**src/rtl/ftq_pd_mem_arbiter_pkg.sv**
```systemverilog
// Shared types and sizing for the FTQ predecode memory read-port arbiter.
package ftq_pd_arb_pkg;

  localparam int FTQ_PD_NUM_REQ   = 3;
  localparam int FTQ_PD_ADDR_W    = 6;
  localparam int FTQ_PD_NUM_RPORT = 2;

  typedef logic [FTQ_PD_ADDR_W-1:0] ftq_idx_t;

  typedef struct packed {
    logic grant;
    logic port;
  } pd_grant_t;

endpackage

```
**src/rtl/ftq_pd_mem_arbiter_if.sv**
```systemverilog
// Requester, write-forward and memory read-port bundle of the FTQ predecode arbiter.
interface ftq_pd_mem_arbiter_if;
  import ftq_pd_arb_pkg::*;

  logic [FTQ_PD_NUM_REQ-1:0]            req_valid;
  ftq_idx_t [FTQ_PD_NUM_REQ-1:0]        req_addr;
  logic [FTQ_PD_NUM_REQ-1:0]            req_ready;
  logic                                 flush;
  logic                                 wr_valid;
  ftq_idx_t                             wr_addr;
  logic                                 mem_ren_0;
  logic                                 mem_ren_1;
  ftq_idx_t                             mem_raddr_0;
  ftq_idx_t                             mem_raddr_1;
  logic                                 mem_wen_0;
  ftq_idx_t                             mem_waddr_0;
  logic [FTQ_PD_NUM_REQ-1:0]            resp_valid;
  logic [FTQ_PD_NUM_REQ-1:0]            resp_port;

  modport master (
    output req_valid, req_addr, flush, wr_valid, wr_addr,
    input  req_ready, mem_ren_0, mem_ren_1, mem_raddr_0, mem_raddr_1,
           mem_wen_0, mem_waddr_0, resp_valid, resp_port
  );

  modport slave (
    input  req_valid, req_addr, flush, wr_valid, wr_addr,
    output req_ready, mem_ren_0, mem_ren_1, mem_raddr_0, mem_raddr_1,
           mem_wen_0, mem_waddr_0, resp_valid, resp_port
  );

endinterface

```
**src/rtl/ftq_pd_mem_arbiter_rr_pick.sv**
```systemverilog
// Two-way round-robin picker for requesters 1/2; with a single free slot the
// favored one wins and the pointer moves to the loser.
module ftq_pd_rr_pick (
  input  logic [1:0] valid_i,
  input  logic       ptr_i,
  input  logic       single_slot_i,
  output logic [1:0] grant_o,
  output logic       ptr_next_o
);

  // grant selection and pointer update
  always_comb begin
    grant_o    = 2'b00;
    ptr_next_o = ptr_i;
    if (single_slot_i) begin
      case (valid_i)
        2'b01:   grant_o = 2'b01;
        2'b10:   grant_o = 2'b10;
        2'b11: begin
          grant_o    = ptr_i ? 2'b10 : 2'b01;
          ptr_next_o = ~ptr_i;
        end
        default: grant_o = 2'b00;
      endcase
    end else begin
      grant_o = valid_i;
    end
  end

endmodule

```
**src/rtl/ftq_pd_mem_arbiter.sv**
```systemverilog
// FTQ predecode memory read arbiter: req0 fixed priority, req1/req2 round-robin.
// Optional FTQ_PD_ARB_WR_BLOCK_EN suppresses reads colliding with a same-cycle write.
module ftq_pd_mem_arbiter
  import ftq_pd_arb_pkg::*;
#(
  parameter int NUM_REQ = FTQ_PD_NUM_REQ,
  parameter int ADDR_W  = FTQ_PD_ADDR_W
) (
  input logic                 clock,
  input logic                 reset,
  ftq_pd_mem_arbiter_if.slave bus
);

  logic [NUM_REQ-1:0]    elig_s;
  logic [1:0]            rr_grant_s;
  logic                  rr_ptr_d;
  logic                  rr_ptr_q;
  pd_grant_t [NUM_REQ-1:0] grant_d;
  logic                  ren0_s;
  logic                  ren1_s;
  logic [ADDR_W-1:0]     raddr0_s;
  logic [ADDR_W-1:0]     raddr1_s;
  logic [NUM_REQ-1:0]    resp_valid_q;
  logic [NUM_REQ-1:0]    resp_port_q;

  // request eligibility (optionally masked by write collision)
  always_comb begin
    elig_s = bus.req_valid;
`ifdef FTQ_PD_ARB_WR_BLOCK_EN
    for (int i = 0; i < NUM_REQ; i++) begin
      if (bus.wr_valid && (bus.req_addr[i] == bus.wr_addr)) begin
        elig_s[i] = 1'b0;
      end else begin
        elig_s[i] = bus.req_valid[i];
      end
    end
`endif
  end

  ftq_pd_rr_pick u_rr_pick (
    .valid_i       (elig_s[2:1]),
    .ptr_i         (rr_ptr_q),
    .single_slot_i (elig_s[0]),
    .grant_o       (rr_grant_s),
    .ptr_next_o    (rr_ptr_d)
  );

  // winners and read-port steering; req2 lands on port 1 whenever a lower index also won
  always_comb begin
    grant_d        = '0;
    ren0_s         = 1'b0;
    ren1_s         = 1'b0;
    raddr0_s       = '0;
    raddr1_s       = '0;
    grant_d[0]     = '{grant: elig_s[0],    port: 1'b0};
    grant_d[1]     = '{grant: rr_grant_s[0], port: elig_s[0]};
    grant_d[2]     = '{grant: rr_grant_s[1], port: elig_s[0] | rr_grant_s[0]};
    for (int i = 0; i < NUM_REQ; i++) begin
      case ({grant_d[i].grant, grant_d[i].port})
        2'b10: begin
          ren0_s   = 1'b1;
          raddr0_s = bus.req_addr[i];
        end
        2'b11: begin
          ren1_s   = 1'b1;
          raddr1_s = bus.req_addr[i];
        end
        default: ;
      endcase
    end
  end

  // pointer and response state captured at the grant edge
  always_ff @(posedge clock or posedge reset) begin
    if (reset) begin
      rr_ptr_q     <= 1'b0;
      resp_valid_q <= '0;
      resp_port_q  <= '0;
    end else begin
      rr_ptr_q <= rr_ptr_d;
      for (int i = 0; i < NUM_REQ; i++) begin
        resp_valid_q[i] <= grant_d[i].grant;
        if (grant_d[i].grant) begin
          resp_port_q[i] <= grant_d[i].port;
        end else begin
          resp_port_q[i] <= resp_port_q[i];
        end
      end
    end
  end

  always_comb begin
    for (int i = 0; i < NUM_REQ; i++) begin
      bus.req_ready[i] = grant_d[i].grant;
    end
  end

  assign bus.mem_ren_0   = ren0_s;
  assign bus.mem_ren_1   = ren1_s;
  assign bus.mem_raddr_0 = raddr0_s;
  assign bus.mem_raddr_1 = raddr1_s;
  assign bus.mem_wen_0   = bus.wr_valid;
  assign bus.mem_waddr_0 = bus.wr_addr;
  assign bus.resp_valid  = resp_valid_q & ~{NUM_REQ{bus.flush}};
  assign bus.resp_port   = resp_port_q & ~{NUM_REQ{bus.flush}};

endmodule

```
**src/flat_wrapper.sv**
```systemverilog
// flat-port wrapper written by rule: the top's interface ports become plain ports
module ftq_pd_mem_arbiter_flat import ftq_pd_arb_pkg::*;
#(
  parameter int NUM_REQ = FTQ_PD_NUM_REQ,
  parameter int ADDR_W  = FTQ_PD_ADDR_W
)
  (clock, reset, bus_req_valid, bus_req_addr, bus_flush, bus_wr_valid, bus_wr_addr, bus_req_ready, bus_mem_ren_0, bus_mem_ren_1, bus_mem_raddr_0, bus_mem_raddr_1, bus_mem_wen_0, bus_mem_waddr_0, bus_resp_valid, bus_resp_port);
  ftq_pd_mem_arbiter_if bus_i ();
  input logic clock;
  input logic reset;
  input wire logic [$bits(bus_i.req_valid)-1:0] bus_req_valid;
  input wire logic [$bits(bus_i.req_addr)-1:0] bus_req_addr;
  input wire logic [$bits(bus_i.flush)-1:0] bus_flush;
  input wire logic [$bits(bus_i.wr_valid)-1:0] bus_wr_valid;
  input wire logic [$bits(bus_i.wr_addr)-1:0] bus_wr_addr;
  output wire logic [$bits(bus_i.req_ready)-1:0] bus_req_ready;
  output wire logic [$bits(bus_i.mem_ren_0)-1:0] bus_mem_ren_0;
  output wire logic [$bits(bus_i.mem_ren_1)-1:0] bus_mem_ren_1;
  output wire logic [$bits(bus_i.mem_raddr_0)-1:0] bus_mem_raddr_0;
  output wire logic [$bits(bus_i.mem_raddr_1)-1:0] bus_mem_raddr_1;
  output wire logic [$bits(bus_i.mem_wen_0)-1:0] bus_mem_wen_0;
  output wire logic [$bits(bus_i.mem_waddr_0)-1:0] bus_mem_waddr_0;
  output wire logic [$bits(bus_i.resp_valid)-1:0] bus_resp_valid;
  output wire logic [$bits(bus_i.resp_port)-1:0] bus_resp_port;
  assign bus_i.req_valid = bus_req_valid;
  assign bus_i.req_addr = bus_req_addr;
  assign bus_i.flush = bus_flush;
  assign bus_i.wr_valid = bus_wr_valid;
  assign bus_i.wr_addr = bus_wr_addr;
  assign bus_req_ready = bus_i.req_ready;
  assign bus_mem_ren_0 = bus_i.mem_ren_0;
  assign bus_mem_ren_1 = bus_i.mem_ren_1;
  assign bus_mem_raddr_0 = bus_i.mem_raddr_0;
  assign bus_mem_raddr_1 = bus_i.mem_raddr_1;
  assign bus_mem_wen_0 = bus_i.mem_wen_0;
  assign bus_mem_waddr_0 = bus_i.mem_waddr_0;
  assign bus_resp_valid = bus_i.resp_valid;
  assign bus_resp_port = bus_i.resp_port;
  ftq_pd_mem_arbiter #(.NUM_REQ(NUM_REQ), .ADDR_W(ADDR_W)) u_core (.clock(clock), .reset(reset), .bus(bus_i));
endmodule
```
**config.mk**
```make
export PLATFORM = sky130hd
export DESIGN_NAME = ftq_pd_mem_arbiter_flat
export DESIGN_NICKNAME = d
export VERILOG_FILES = /design/src/rtl/ftq_pd_mem_arbiter_pkg.sv /design/src/rtl/ftq_pd_mem_arbiter_if.sv /design/src/rtl/ftq_pd_mem_arbiter_rr_pick.sv /design/src/rtl/ftq_pd_mem_arbiter.sv /design/src/flat_wrapper.sv
export SDC_FILE = /design/constraint.sdc
export NUM_CORES = 1
export LEC_CHECK = 0
export ABC_AREA = 1
export BUFFER_PORTS_ARGS = -buffer_cell sky130_fd_sc_hd__buf_2
export CAP_MARGIN = 20
export CORE_MARGIN = 3
export CORE_UTILIZATION = 37
export CTS_BUF_LIST = sky130_fd_sc_hd__clkbuf_8
export CTS_CLUSTER_DIAMETER = 40
export DETAILED_ROUTE_END_ITERATION = 8
export PLACE_DENSITY = 0.91
export REMOVE_ABC_BUFFERS = 1
export SYNTH_ARGS = -nofsm -noshare
export SYNTH_HDL_FRONTEND = slang
export SYNTH_SLANG_ARGS = --single-unit
```
**constraint.sdc**
```tcl
create_clock -name clock -period 1.15 [get_ports clock]
set_clock_uncertainty 0.05 [all_clocks]
set_input_delay 0.1725 -clock clock [delete_from_list [all_inputs] [get_ports clock]]
set_output_delay 0.1725 -clock clock [all_outputs]
set_load 0.1 [all_outputs]
```
==> results of run 1 <==
cells by family after synthesis:
| group | count (synthesis) |
|---|---|
| other | 1 |
| DFF | 6 |
| and+or+nand+nor | 60 |
| AOI/OAI and AO/OA | 3 |
| buffers and inverters | 27 |
| xor gates and xnor gates | 1 |
worst max-delay path: stages, from the launching register on:
cell	delay, ps
dfrtp_1	400
inv_2	100
nand3_4	130
nand4_1	200
nand2_2	90
buf_12	170
final timing paths:
path | slack, ps | to | start | depth (start not counted)
min reg2reg | 520 | u_core.resp_port_q[2] | u_core.resp_port_q[2] | 2
max in group asynchronous | 500 | u_core.resp_valid_q[2] | reset | 3
max | -400 | bus_mem_raddr_1[2] | u_core.rr_ptr_q | 5
max reg2reg | 0 | u_core.resp_port_q[1] | u_core.rr_ptr_q | 6
min | 190 | u_core.resp_valid_q[0] | bus_req_valid[0] | 2
min in group asynchronous | 360 | u_core.resp_valid_q[1] | reset | 3
routing by layer:
layer	track usage, %	vias to the layer above	wire [um]
li1	-	404	-
met1	32.07	442	1153
met2	54.09	111	1781
met3	9.398	18	349
met4	17.20	0	103
met5	0	-	0
report_power, final:
part / leakage [uW] / internal [uW] / total (uW) / switching, uW
clock network: 0.0000216 / 225 / 318 / 92.8
registers: 0.0000692 / 258 / 288 / 30.3
logic: 0.000643 / 570 / 1600 / 1030
layout make-up:
type	instances	area [sq um]
inverters	12	60.06
fillers	54	128.9
repair buffers	61	708.2
flip-flops and latches	6	150.1
well taps	16	20.02
clock buffers	3	41.29
multi-input cells	65	467.9
flip-flops by register name, indices dropped and copies added (netlist names):
signal and cells:
u_core.resp_port_q 2, u_core.rr_ptr_q 1, u_core.resp_valid_q 3
stage by stage:
stage | setup TNS [ps] | power, uW | cells | util [%]
2_1_floorplan | -9430 | 1065 | 83 | -
3_3_place_gp | -1159 | 1599 | 152 | 74.05
3_5_place_dp | -1987 | 1634 | 152 | 74.05
4_1_cts | -2931 | 2118 | 161 | 88.81
5_1_grt | -3703 | 2275 | 163 | 91.83
6_report | -3190 | 2206 | 163 | 91.83
what timing repair did:
action | in CTS | in global routing
endpoints found under the hold margin | 6 | 0
pin swaps | 14 | 12
cloned | 0 | 0
buffers inserted | 5 | 2
endpoints found under the setup margin | 21 | 19
gates resized for setup | 42 | 11
hold buffers | 1 | 0
placed cells by master (no fill, tap or decap), types with 2 or more instances in the layout:
master    count
buf_12       22
buf_2        20
nand2_1      16
nand2_2      14
buf_4        13
nand4_1      12
nand3_2       6
dfrtp_1       6
inv_1         5
inv_2         4
buf_6         4
nor2_2        3
nor2_4        3
clkbuf_8      3
nand3_4       2
==> key figures, run 1 <==
Global routing
  • First-pass GRT wire length: 4733 um
  • Global route total overflow: 0
  • Initial antenna violation count: 0
  • Vias in the first global route: about 1000
  • Largest net degree at the start of global routing: 14
  • Total track usage: between 30% and 40%

Yosys
  • Synth Area in Adders: 0%
  • Largest cells by area after synthesis: dfrtp_1 23%, nand2_1 17%, buf_4 15%
  • Mux share of post-synthesis cell area: 0%
  • Synth Area in XOR/XNOR: 1.344%
  • Top-area cell type share of the netlist area: 23.03%
  • Synth async-reset ratio: 100.0%
  • Area leader, netlist: dfrtp_1
  • Synth Area in Compound Gates: under 10%
  • Distinct cell type count after synthesis: 19
  • Synth Flop Type: dfrtp_1
  • Main combinational cell family by area after synthesis: simple AND/OR/NAND/NOR gates
  • Syn avg cell area: between 6 and 7 sq um
  • Top cells by instance count after synthesis: 29 x nand2_1, 13 x buf_4, 12 x nand4_1, 10 x inv_1
  • Ys Warns: 0
  • Post-synth EDFFs: 0
  • Simple-Gate Fraction of Synth Area: 47.02%
  • Part of the Yosys area used for sequential elements: 23.03%
  • Synthesized flop and latch total: 6
  • Cells after Synth: 98
  • Count leader, synth: nand2_1
  • Synth Cell Area: 651.9 sq um

Power
  • Power per cell area: around 1500 nW/um^2
  • Maximum vdd drop: 0.9946 mV
  • Leakage: roughly 0.00073 uW

Die
  • Die area: 2302 sq um
  • FP Rows: 14
  • Top Ports: 61
  • Initial cell density of the core: 41.35%
  • Core Area: 1577 sq um
  • Die height: approximately 48 um
  • Chip Width: 47.98 um

Clocking
  • Max Buffers Root-to-Sink: 2
  • Root Driver: clkbuf_8
  • # clock sinks: 6
  • Htree depth: 1
  • CTS clk-pin slew, worst paths: 40 ps
  • Number of CTS-inserted buffers: 3
  • CTS tree: yes
  • Clk_lat worst skew: roughly 220 ps

Place
  • Buffers on Ports: 45
  • Gpl congestion: 0.7930
  • DP Area: 1167 sq um
  • HPWL Detailed: 1880 um
  • DP Worst Slack: -228.1 ps

Hold path
  • Worst hold path type: in -> reg

Routing
  • Vias per inst: 5.982
  • Post-DRT Antenna Nets: 0
  • Initial DRC count: 41
  • DR DRC count: 0
  • Total number of vias: 975
  • Drt first pass iters: 4
  • Wire per inst: 20.78 um
  • Final WL: approximately 3400 um

Setup path
  • CP endpoint kind: output port
  • Arrival @ worst endpoint: ~1300 ps
  • Worst path required time: a little over 900 ps
  • WS Path Type: reg -> out
  • Startpoint types: flop
  • Critical path peak fanout: 7

Final layout
  • Antenna diode count: 0
  • Share of post-route cells with drive strength above 1: between 70 and 80%
  • Cell area after layout: 1448 sq um
  • Area growth from synthesis to layout: 122.1%
  • Final net count: 180

STA
  • Final Cycle Share: 135.2%
  • Setup violations, final: 14
  • Hold slack: around 190 ps
  • Unrepaired setup endpoints after global routing: yes
  • Max Clk Rate: 643.1 MHz
  • Slew Limit Fails: 0
  • Setup ws final: -404.9 ps
  • Final hold violations: 0
  • Final period demand of the worst path: about 1600 ps

Outcome
  • Status: finished with violations
  • Failing checks: negative setup slack

Flow run
  • # Max-Cap Violations: 0
(Power assumes the default switching activity.)
==> run 2: changes to the inputs <==
--- a/config.mk
+++ b/config.mk
@@ -13,7 +13,7 @@
 export CTS_BUF_LIST = sky130_fd_sc_hd__clkbuf_8
 export CTS_CLUSTER_DIAMETER = 40
 export DETAILED_ROUTE_END_ITERATION = 8
-export PLACE_DENSITY = 0.91
+export PLACE_DENSITY_LB_ADDON = 0.1
 export REMOVE_ABC_BUFFERS = 1
 export SYNTH_ARGS = -nofsm -noshare
 export SYNTH_HDL_FRONTEND = slang
==> key figures, run 2 (synthesized netlist as in run 1, its figures left out) <==
STA
  • Final hold violations: 0 (unchanged)
  • Setup ws final: -404.6 ps (was -404.9 ps)
  • Unrepaired setup endpoints after global routing: yes (unchanged)
  • Slew Limit Fails: 0 (unchanged)
  • Final period demand of the worst path: 1555 ps (about the same)
  • Max Clk Rate: 643.2 MHz (was 643.1 MHz)
  • Hold slack: 159.9 ps (was 193.4 ps)
  • Final Cycle Share: 135.2% (about the same)
  • Setup violations, final: 14 (unchanged)
  • Setup_tns: -3363 ps (was -3190 ps)

Die
  • Top Ports: 61 (unchanged)
  • Die area: 2302 sq um (unchanged)
  • Initial cell density of the core: 41.35% (unchanged)
  • Chip Width: 47.98 um (unchanged)
  • FP Rows: 14 (unchanged)
  • Die height: 47.98 um (unchanged)
  • Core Area: 1577 sq um (unchanged)

Routing
  • Wire per inst: 20.95 um (was 20.78 um)
  • DR DRC count: 0 (unchanged)
  • Total number of vias: 1001 (was 975)
  • Vias per inst: 5.888 (was 5.982)
  • Post-DRT Antenna Nets: 0 (unchanged)
  • Final WL: 3562 um (was 3387 um)
  • Drt first pass iters: 4 (unchanged)
  • Initial DRC count: 69 (was 41)

Final layout
  • Largest regs: u_core.resp_valid_q x3, u_core.resp_port_q x2, u_core.rr_ptr_q x1 (unchanged)
  • Most common cell after layout, fill and taps aside: buf_12 (unchanged)
  • Antenna diode count: 0 (unchanged)
  • Largest register FFs: 3 (unchanged)
  • Share of post-route cells with drive strength above 1: 70.78% (was 70.07%)
  • Most frequent cells in the layout: 24 x buf_12, 20 x buf_2, 20 x buf_4 (was 22 x buf_12, 20 x buf_2, 16 x nand2_1)
  • Final Util: 95.87% (was 91.83%)
  • Largest register by flop count: u_core.resp_valid_q (unchanged)
  • Final net count: 187 (was 180)
  • Area growth from synthesis to layout: 131.9% (was 122.1%)

Clocking
  • # clock sinks: 6 (unchanged)
  • CTS tree: yes (unchanged)
  • CTS clk-pin slew, worst paths: 40 ps (about the same)
  • Max Buffers Root-to-Sink: 2 (unchanged)
  • Clk_lat worst skew: 230 ps (was 220 ps)
  • Htree depth: 1 (unchanged)
  • Number of CTS-inserted buffers: 3 (unchanged)
  • Root Driver: clkbuf_8 (unchanged)

Place
  • Gpl congestion: 0.8836 (was 0.7930)
  • HPWL Detailed: 1633 um (was 1880 um)
  • Buffers on Ports: 45 (unchanged)

Setup path
  • Worst path required time: 930 ps (about the same)
  • Startpoint types: flop (unchanged)
  • CP endpoint kind: output port (unchanged)
  • WS Path Type: reg -> out (unchanged)
  • Arrival @ worst endpoint: 1330 ps (about the same)
  • Critical path peak fanout: 7 (unchanged)

Global routing
  • GR met2 Demand/Resource: 48.81% (was 54.09%)
  • Total track usage: 27.25% (was 30.76%)
  • Vias in the first global route: 967 (was 1012)
  • Initial antenna violation count: 0 (unchanged)
  • Most Crowded Layer GR: met2 (unchanged)
  • Met3 Resource Use GR: 9.774% (was 9.398%)
  • First-pass GRT wire length: 4195 um (was 4733 um)
  • Largest net degree at the start of global routing: 11 (was 14)
  • GR met1 Demand/Resource: 26.00% (was 32.07%)
  • Global route total overflow: 0 (unchanged)

Power
  • Maximum vdd drop: 1.095 mV (was 0.9946 mV)
  • Power per cell area: 1493 nW/um^2 (was 1524 nW/um^2)
  • Leakage: 0.0007747 uW (was 0.0007342 uW)

Hold path
  • Worst hold path type: in -> reg (unchanged)

Outcome
  • Status: finished with violations (unchanged)
  • Failing checks: negative setup slack (unchanged)

Flow run
  • # Max-Cap Violations: 0 (unchanged)
run 2: per-layer routing:
layer / vias to the layer above / share of wire [%]
met1: 444 / 30
met3: 27 / 12
li1: 419 / -
met4: 0 / 6.4
met5: - / 0
met2: 111 / 52
run 2: critical path, cell delays in order, from the launching register on:
cell,delay [ps]
dfrtp_1,420
inv_2,120
nand3_4,130
nand4_1,140
nand2_2,100
buf_12,170
run 2: layout make-up:
cell class,instances,area (sq um)
timing repair buffer,68,774.5
tap,16,20.02
inverter,12,70.07
multi-input combinational,65,455.4
clock buffer,3,41.29
sequential,6,150.1
fill,35,65.06
run 2: power breakdown:
part | internal, uW | switching, uW | total, uW
combinational | 591 | 1030 | 1620
sequential | 258 | 41.7 | 300
clock | 227 | 110 | 337
total | 1080 | 1180 | 2260
run 2: timing repair:
| action | in CTS | in global routing |
|---|---|---|
| hold endpoints to repair | 6 | 0 |
| cloned | 0 | 0 |
| pin swaps | 13 | 9 |
| endpoints found under the setup margin | 21 | 21 |
| resized for setup | 42 | 14 |
| hold buffers | 1 | 0 |
| buffers inserted | 4 | 6 |
run 2: worst paths after layout:
check,startpoint,endpoint,slack (ps),cells after the start
max,u_core.rr_ptr_q,bus_mem_raddr_1[3],-400,5
min,bus_req_valid[0],u_core.resp_valid_q[0],160,2
max reg2reg,u_core.rr_ptr_q,u_core.resp_port_q[1],20,6
min reg2reg,u_core.resp_port_q[1],u_core.resp_port_q[1],620,3
max in group asynchronous,reset,u_core.resp_port_q[2],480,3
min in group asynchronous,reset,u_core.resp_port_q[1],380,3
run 2: per-stage QoR:
stage,worst slack [ps],cells,cell area [sq um],total power [uW]
after floorplan,-1095,83,531.8,1065
after global placement,-138.4,156,1197,1641
after detailed placement,-164.0,156,1197,1659
after CTS,-318.0,164,1426,2110
after global routing,-425.2,170,1511,2311
final,-404.6,170,1511,2257
==> run 3: changes to the inputs <==
--- a/config.mk
+++ b/config.mk
@@ -14,7 +14,6 @@
 export CTS_CLUSTER_DIAMETER = 40
 export DETAILED_ROUTE_END_ITERATION = 8
 export PLACE_DENSITY_LB_ADDON = 0.1
-export REMOVE_ABC_BUFFERS = 1
 export SYNTH_ARGS = -nofsm -noshare
 export SYNTH_HDL_FRONTEND = slang
 export SYNTH_SLANG_ARGS = --single-unit
==> constraint.sdc (replaced) <==
create_clock -name clock -period 1.15 [get_ports clock]
set_clock_uncertainty 0.05 [all_clocks]
set_input_delay 0.0575 -clock clock [delete_from_list [all_inputs] [get_ports clock]]
set_output_delay 0.0575 -clock clock [all_outputs]
set_load 0.1 [all_outputs]
==> key figures, run 3 (synthesized netlist as in run 1, its figures left out) <==
Setup path
  • CP endpoint kind: output port (unchanged)
  • Worst path required time: 1040 ps (was 930 ps)
  • Startpoint types: flop (unchanged)
  • WS Path Type: reg -> out (unchanged)
  • Arrival @ worst endpoint: 1280 ps (was 1330 ps)
  • Worst R2R Path Depth: 6 (unchanged)
  • Critical path peak fanout: 6 (was 7)

Clocking
  • Root Driver: clkbuf_8 (unchanged)
  • Number of CTS-inserted buffers: 3 (unchanged)
  • Htree depth: 1 (unchanged)
  • Max Buffers Root-to-Sink: 2 (unchanged)
  • Clk_lat worst skew: 230 ps (about the same)
  • CTS tree: yes (unchanged)
  • # clock sinks: 6 (unchanged)
  • CTS clk-pin slew, worst paths: 40 ps (about the same)

Power
  • Leakage: 0.0006974 uW (was 0.0007747 uW)
  • Maximum vdd drop: 0.9893 mV (was 1.095 mV)
  • Logic pwr share: 69.7% (was 71.8%)
  • Clock Power Share: 16.3% (was 14.9%)
  • Switch Pwr: 1111 uW (was 1182 uW)
  • Seq pwr share: 14.0% (was 13.3%)
  • Power per cell area: 1568 nW/um^2 (was 1493 nW/um^2)
  • Internal power: 981.9 uW (was 1075 uW)
  • Switching Fraction: 53.09% (was 52.35%)
  • Total chip power: 2093 uW (was 2257 uW)

Die
  • Chip Width: 47.98 um (unchanged)
  • Die height: 47.98 um (unchanged)
  • Die area: 2302 sq um (unchanged)
  • FP Rows: 14 (unchanged)
  • Initial cell density of the core: 41.35% (unchanged)
  • Core Area: 1577 sq um (unchanged)
  • Top Ports: 61 (unchanged)

Global routing
  • Vias in the first global route: 781 (was 967)
  • Largest net degree at the start of global routing: 11 (unchanged)
  • Global route total overflow: 0 (unchanged)
  • Total track usage: 25.15% (was 27.25%)
  • First-pass GRT wire length: 3891 um (was 4195 um)
  • Initial antenna violation count: 0 (unchanged)

Final layout
  • # fillers: 89 (was 35)
  • Most common cell after layout, fill and taps aside: buf_2 (was buf_12)
  • Largest regs: u_core.resp_valid_q x3, u_core.resp_port_q x2, u_core.rr_ptr_q x1 (unchanged)
  • Most frequent cells in the layout: 23 x buf_2, 22 x nand2_1, 22 x buf_12 (was 24 x buf_12, 20 x buf_2, 20 x buf_4)
  • Area growth from synthesis to layout: 104.8% (was 131.9%)
  • Largest register by flop count: u_core.resp_valid_q (unchanged)
  • Share of post-route cells with drive strength above 1: 61.43% (was 70.78%)
  • Largest register FFs: 3 (unchanged)
  • Antenna diode count: 0 (unchanged)
  • Final net count: 173 (was 187)

STA
  • Final Cycle Share: 120.8% (was 135.2%)
  • Unrepaired setup endpoints after global routing: yes (unchanged)
  • Max Clk Rate: 719.6 MHz (was 643.2 MHz)
  • Setup ws final: -239.7 ps (was -404.6 ps)
  • Slew Limit Fails: 0 (unchanged)
  • Setup violations, final: 9 (was 14)
  • Setup_tns: -1782 ps (was -3363 ps)
  • Final period demand of the worst path: 1390 ps (was 1555 ps)
  • Final hold violations: 0 (unchanged)

Outcome
  • Status: finished with violations (unchanged)
  • Failing checks: negative setup slack (unchanged)

Place
  • DP Worst Slack: -11.01 ps (was -164.0 ps)
  • HPWL Detailed: 1800 um (was 1633 um)
  • Buffers on Ports: 45 (unchanged)
  • Gpl congestion: 0.7799 (was 0.8836)

Yosys
  • Net Count, Synth: 129

Routing
  • Total number of vias: 840 (was 1001)
  • Wire per inst: 16.49 um (was 20.95 um)
  • Vias per inst: 5.385 (was 5.888)
  • DR DRC count: 0 (unchanged)
  • Initial DRC count: 32 (was 69)
  • Drt first pass iters: 4 (unchanged)
  • Final WL: 2573 um (was 3562 um)
  • Post-DRT Antenna Nets: 0 (unchanged)

Flow run
  • # Max-Cap Violations: 0 (unchanged)

Hold path
  • Worst hold path type: in -> out (was in -> reg)
  • Hold Path Depth: 0 (was 2)
==> run 3: cell types whose count changed in the layout (fill, tap and decap cells not counted), moves of 2 or more <==
| cell | before | now |
|---|---|---|
| buf_4 | 20 | 7 |
| nand2_2 | 15 | 8 |
| nand2_1 | 16 | 22 |
| buf_2 | 20 | 23 |
| inv_1 | 6 | 9 |
| buf_12 | 24 | 22 |
| buf_6 | 3 | 1 |
| clkinv_8 | 2 | 0 |
| inv_2 | 4 | 2 |
| nand2_4 | 0 | 2 |
| nor2_2 | 3 | 1 |
| nor2_4 | 3 | 5 |
==> run 3: worst max-delay path, stage by stage (launching register included) <==
cell and delay (ps):
dfrtp_1 420, nand3_2 160, nand4_1 160, nand2_2 130, buf_12 180
==> run 3: cell type report <==
class	count	area, sq um	area share, %
Sequential cell	6	150.1	11.25
Clock buffer	3	41.29	3.093
Tap cell	16	20.02	1.500
Multi-Input combinational cell	65	446.7	33.46
Inverter	12	47.55	3.561
Timing Repair Buffer	54	629.4	47.14
==> run 3: final timing paths <==
| kind | start | endpoint | slack (ps) |
|---|---|---|---|
| min in group asynchronous | reset | u_core.resp_valid_q[0] | 260 |
| worst min register to register | u_core.resp_port_q[2] | u_core.resp_port_q[2] | 510 |
| max in group asynchronous | reset | u_core.rr_ptr_q | 580 |
| worst max register to register | u_core.rr_ptr_q | u_core.resp_port_q[1] | 10 |
| worst min-delay path | bus_wr_addr[3] | bus_mem_waddr_0[3] | 70 |
| worst max-delay path | u_core.rr_ptr_q | bus_mem_raddr_1[4] | -240 |
==> run 3: stage by stage <==
step | utilization [%] | cells | hold slack [ps] | area [sq um]
finish | 84.68 | 156 | 65.03 | 1335
global route | 84.68 | 156 | 65.14 | 1335
CTS | 84.13 | 156 | 66.18 | 1326
detailed placement | 79.05 | 150 | -59.12 | 1246
global placement | 79.05 | 150 | -71.54 | 1246
floorplan | - | 98 | -201.5 | 745.7
==> run 3: what timing repair did <==
item                                   4_1_cts  5_1_grt
hold buffers                                 1        0
setup buffers                                2        0
setup endpoints to repair                    9       10
resized for setup                            4        2
endpoints found under the hold margin        6        0
pin swaps                                    1        1
==> run 3: power by group through the flow <==
stage,clock network (uW),registers (uW),logic [uW]
after global routing,349,294,1510
after CTS,338,287,1450
after floorplan,0,281,1020
final,341,293,1460
after global placement,0,283,1350
after detailed placement,0,289,1370
==> run 3: layer usage <==
metal  vias up  wire length (um)  GRT usage [%]
met1       384               890          30.07
met3         7               241          3.383
met5         -                 0              0
met4         0                59          13.44
met2        59              1381          43.01
li1        390                 -              -
